$ cat src/rtl/decryption_dispatch.sv
// Word-to-byte dispatcher: buffers {word, channel} pairs in a small FIFO and
// serializes each word MSB-first onto a shared byte bus with a one-hot channel strobe.
module decryption_dispatch #(
   parameter int MST_DWIDTH = 32,
   parameter int SYS_DWIDTH = 8,
   parameter int NUM_CH     = 4,
   parameter int SEL_WIDTH  = 2,
   parameter int FIFO_DEPTH = 4
) (
   input  logic                  clk_sys,
   input  logic                  rst_n,
   input  logic [SEL_WIDTH-1:0]  select,
   input  logic [MST_DWIDTH-1:0] data_i,
   input  logic                  valid_i,
   output logic                  busy,
   input  logic [NUM_CH-1:0]     ch_busy_i,
   output logic [SYS_DWIDTH-1:0] data_o,
   output logic [NUM_CH-1:0]     valid_o,
   output logic                  overflow_o,
   output logic                  sel_err_o
);

   localparam int RATIO = MST_DWIDTH / SYS_DWIDTH;
   localparam int AW    = (FIFO_DEPTH > 1) ? $clog2(FIFO_DEPTH) : 1;
   localparam int CW    = (RATIO > 1) ? $clog2(RATIO) : 1;

   localparam logic [CW-1:0]        LAST_BYTE = CW'(RATIO - 1);
   localparam logic [AW:0]          FULL      = (AW + 1)'(FIFO_DEPTH);
   localparam logic [AW:0]          CNT_ONE   = 1;
   localparam logic [AW-1:0]        PTR_ONE   = 1;
   localparam logic [CW-1:0]        BYTE_ONE  = 1;
   localparam logic [SEL_WIDTH:0]   CH_LIMIT  = (SEL_WIDTH + 1)'(NUM_CH);
   localparam logic [NUM_CH-1:0]    CH_ONE    = 1;

   typedef enum logic {IDLE, SEND} state_t;

   state_t state, state_nxt;

   logic [MST_DWIDTH-1:0] mem_data [FIFO_DEPTH];
   logic [SEL_WIDTH-1:0]  mem_ch   [FIFO_DEPTH];
   logic [AW-1:0]         wr_ptr, rd_ptr;
   logic [AW:0]           count;
   logic                  fifo_empty, sel_ok, push, pop, emit;

   logic [MST_DWIDTH-1:0] shreg;
   logic [SEL_WIDTH-1:0]  ch;
   logic [CW-1:0]         byte_cnt;

   assign busy       = (count == FULL);
   assign fifo_empty = (count == '0);
   assign sel_ok     = ({1'b0, select} < CH_LIMIT);
   assign push       = valid_i && !busy && sel_ok;

   // Buffer storage carries no reset; occupancy is tracked by count alone.
   always_ff @(posedge clk_sys) begin
      if (push) begin
         mem_data[wr_ptr] <= data_i;
         mem_ch[wr_ptr]   <= select;
      end
   end

   always_ff @(posedge clk_sys or negedge rst_n) begin
      if (!rst_n) begin
         wr_ptr <= '0;
         rd_ptr <= '0;
         count  <= '0;
      end else begin
         if (push) wr_ptr <= wr_ptr + PTR_ONE;
         if (pop)  rd_ptr <= rd_ptr + PTR_ONE;
         if (push && !pop)      count <= count + CNT_ONE;
         else if (!push && pop) count <= count - CNT_ONE;
      end
   end

   always_ff @(posedge clk_sys or negedge rst_n) begin
      if (!rst_n) state <= IDLE;
      else        state <= state_nxt;
   end

   // Popping on the last-byte edge keeps back-to-back words bubble-free.
   always_comb begin
      state_nxt = state;
      pop       = 1'b0;
      emit      = 1'b0;
      case (state)
         IDLE: begin
            if (!fifo_empty) begin
               pop       = 1'b1;
               state_nxt = SEND;
            end
         end
         SEND: begin
            if (!ch_busy_i[ch]) begin
               emit = 1'b1;
               if (byte_cnt == LAST_BYTE) begin
                  if (!fifo_empty) pop       = 1'b1;
                  else             state_nxt = IDLE;
               end
            end
         end
         default: state_nxt = IDLE;
      endcase
   end

   always_ff @(posedge clk_sys or negedge rst_n) begin
      if (!rst_n) begin
         shreg      <= '0;
         ch         <= '0;
         byte_cnt   <= '0;
         data_o     <= '0;
         valid_o    <= '0;
         overflow_o <= 1'b0;
         sel_err_o  <= 1'b0;
      end else begin
         overflow_o <= valid_i && busy;
         sel_err_o  <= valid_i && !busy && !sel_ok;
         valid_o    <= '0;
         if (emit) begin
            data_o   <= shreg[MST_DWIDTH-1 -: SYS_DWIDTH];
            valid_o  <= CH_ONE << ch;
            shreg    <= shreg << SYS_DWIDTH;
            byte_cnt <= byte_cnt + BYTE_ONE;
         end
         if (pop) begin
            shreg    <= mem_data[rd_ptr];
            ch       <= mem_ch[rd_ptr];
            byte_cnt <= '0;
         end
      end
   end

endmodule

$ cat config.mk
export PLATFORM = sky130hd
export DESIGN_NAME = decryption_dispatch
export DESIGN_NICKNAME = d
export VERILOG_FILES = /design/src/rtl/decryption_dispatch.sv
export SDC_FILE = /design/constraint.sdc
export NUM_CORES = 1
export LEC_CHECK = 0
export ABC_AREA = 1
export BUFFER_PORTS_ARGS = -buffer_cell sky130_fd_sc_hd__buf_2
export CAP_MARGIN = 20
export CORE_MARGIN = 2
export CORE_UTILIZATION = 60
export CTS_CLUSTER_SIZE = 30
export DETAILED_ROUTE_END_ITERATION = 12
export GPL_TIMING_DRIVEN = 0
export PLACE_DENSITY = 0.79
export SLEW_MARGIN = 10
export SYNTH_ARGS = -nofsm -noshare
export SYNTH_HDL_FRONTEND = slang
export SYNTH_SLANG_ARGS = --single-unit
$ cat constraint.sdc
create_clock -name clk_sys -period 4.2 [get_ports clk_sys]
set_input_delay 0.42 -clock clk_sys [delete_from_list [all_inputs] [get_ports clk_sys]]
set_output_delay 0.42 -clock clk_sys [all_outputs]
set_load 0.005 [all_outputs]
==> out/qor.yml <==
drv_cap: 0
yosys_warnings: 0
ir_worst_vdd_mv: 0.3503
start_kind: "register"
async_reset_ff_frac: 0.2953
crit_arrival_ps: 2500
overflow: 0
crit_fanout: 18
die_y_um: 118.8
die-area_um2: 14120
initial_utilization: 0.6196
synth_area_um2: 7914
cts_inserted_buffers: 17
hold_class: "input pin to async pin"
synth_top_cell_area_share: 0.5160
routedWlPerCell_um: 17.52
finalClockSkew_ps: 6.726
maxSlewViolCount: 0
final_cells: 981
ctsHoldBuffers: 0
finalCriticalPeriod_ps: 2369
core_um2: 12770
antenna_found_initial: 0
htree_num_levels: 4
yosysSeqAreaShare: 0.6963
nNetsFinal: 844
grt_pass1_vias: 5443
final_area_um2: 9109
cts_tree: "built"
power.total_mw: 6.599
fin_hold_ws_ps: 10.76
crit_required_ps: 4330
crit_chain: "nor2_2, nand2_1, inv_1, nor2_1, inv_1, nor2_4, buf_16"
synth_enable_flop_cells: 136
clk_latency_ps: 430
synth.largest_area_cell: "edfxtp_1"
ys_ff_latch: 193
finalSetupViolations: 0
setup-tns-final_ps: 0
grt_max_degree: 30
crit_path_end_kind: "register"
firstDrtPassIters: 5
status: "finished, final reports clean"
finalHoldViolCount: 0
power_leakage_nw: 3.908
layout_worst_path_cycle_share: 0.5639
synth_common_cells: "nand2_1, edfxtp_1, nand3_1, dfrtp_1, inv_1"
track_usage: 0.2590
root_buffer: "clkbuf_16"
area_growth_pct: 15.10
syn_nets: 766
max_clock_freq_mhz: 422.2
critPathSlowestCell: "nor2_4"
drc: 0
powerDensity_nw_per_um2: 724.5
clk_pin_slew_worst_paths_ps: 70
slew-limit-headroom: 0.5510
layout_setup_ws_ps: 1831
wl_mm: 17.18
cts_setup_buffers: 0
dieWidth_um: 118.8
path_common_cell: "inv_1"
crit_family: "simple AND/OR/NAND/NOR gates"
postPlaceCellArea_um2: 8544
synth-main-ff-cell: "edfxtp_1"
antenna-diode-count: 0
io_buffer_count: 54
vias: 5442
hpwl_mm: 11.46
rsz0062_at_grt: "no"
num_io_pins: 56
antenna_left: 0
path_buf_inv: 3
clk_path_buf_depth: 2
clock_sinks: 193
dp_slack_ps: 1827
rrSetupSlack_ps: 1830
grt_pass1_wl_mm: 27.54
path_class: "register to register"
syn_area_per_cell_um2: 11.02
gp_congestion: 0.9064
yosysMostFrequentCell: "nand2_1"
drive_gt1_frac: 0.1595
ctsResizeCount: 0
worst_slew_pin_slew_ps: 671.9
slowest_delay_ps: 580
vias_per_cell: 5.547
ys_types: 28
dp.cells: 949
drt-initial-drc-count: 444
synth_area_leaders: "edfxtp_1, dfrtp_1, nand2_1, nand3_1, inv_1"
rows: 41
fin_util: 0.7131
syn_inst: 718
## cells by family (layout without fill, tap and decap cells)
group	Yosys count	in the layout	share of synthesized area
XOR/XNOR	4	4	0.005377
multiplexers	1	1	0.001423
AO/OA/AOI/OAI	44	44	0.02941
flip-flops	193	193	0.6963
adder cells (fa/ha/maj)	7	7	0.01202
other	1	1	0.0004739
buffers and inverters	83	174	0.04885
AND/OR/NAND/NOR	385	385	0.2062
## flip-flops by register name, indices dropped and copies added, names as in the netlist
signal,cells
state,1
count,3
byte_cnt,2
overflow_o,1
ch,2
valid_o,4
mem_ch,8
shreg,32
wr_ptr,2
rd_ptr,2
mem_data,128
data_o,8
## power breakdown
group	internal (mW)	switching, mW
sequential	2.55	0.171
combinational	0.758	1.60
clock	0.841	0.682
## final timing paths
check | cells past startpoint | end | from
setup / recovery | 7 | mem_data[0][28] | count[0]
max in group asynchronous | 2 | rd_ptr[1] | rst_n
hold reg to reg | 2 | data_o[7] | data_o[7]
min in group clk_sys | 1 | mem_data[2][21] | data_i[21]
hold / removal | 1 | wr_ptr[1] | rst_n
setup reg to reg | 7 | mem_data[0][28] | count[0]
## routing by layer
metal / global-route usage / share of wire / vias up
li1: - / - / 2552
met1: 0.3379 / 0.41 / 2621
met2: 0.4278 / 0.50 / 240
met3: 0.04981 / 0.072 / 29
met4: 0.1116 / 0.021 / 0
met5: 0 / 0 / -
## layout by cell type (no fill, tap or decap), types with 3 or more instances in the layout
| master | instances |
|---|---|
| nand2_1 | 243 |
| edfxtp_1 | 136 |
| nand3_1 | 101 |
| buf_2 | 63 |
| dfrtp_1 | 57 |
| inv_1 | 41 |
| nor2_1 | 27 |
| o21ai_0 | 24 |
| clkbuf_16 | 18 |
| clkbuf_1 | 16 |
| o22ai_1 | 10 |
| o21ai_1 | 9 |
| buf_4 | 7 |
| ha_1 | 6 |
| buf_6 | 5 |
| nor2_4 | 4 |
| inv_2 | 3 |
| nand2_4 | 3 |
| inv_4 | 3 |
| buf_12 | 3 |
## layout make-up
type | instances | area [um2]
Sequential cell | 193 | 5510
Fill cell | 870 | 3665
Multi-Input combinational cell | 442 | 2047
Clock buffer | 22 | 493.0
Timing Repair Buffer | 59 | 385.4
Tap cell | 172 | 215.2
Buffer | 37 | 214.0
Inverter | 46 | 172.7
Clock inverter | 10 | 71.32
(Power assumes the default switching activity.)
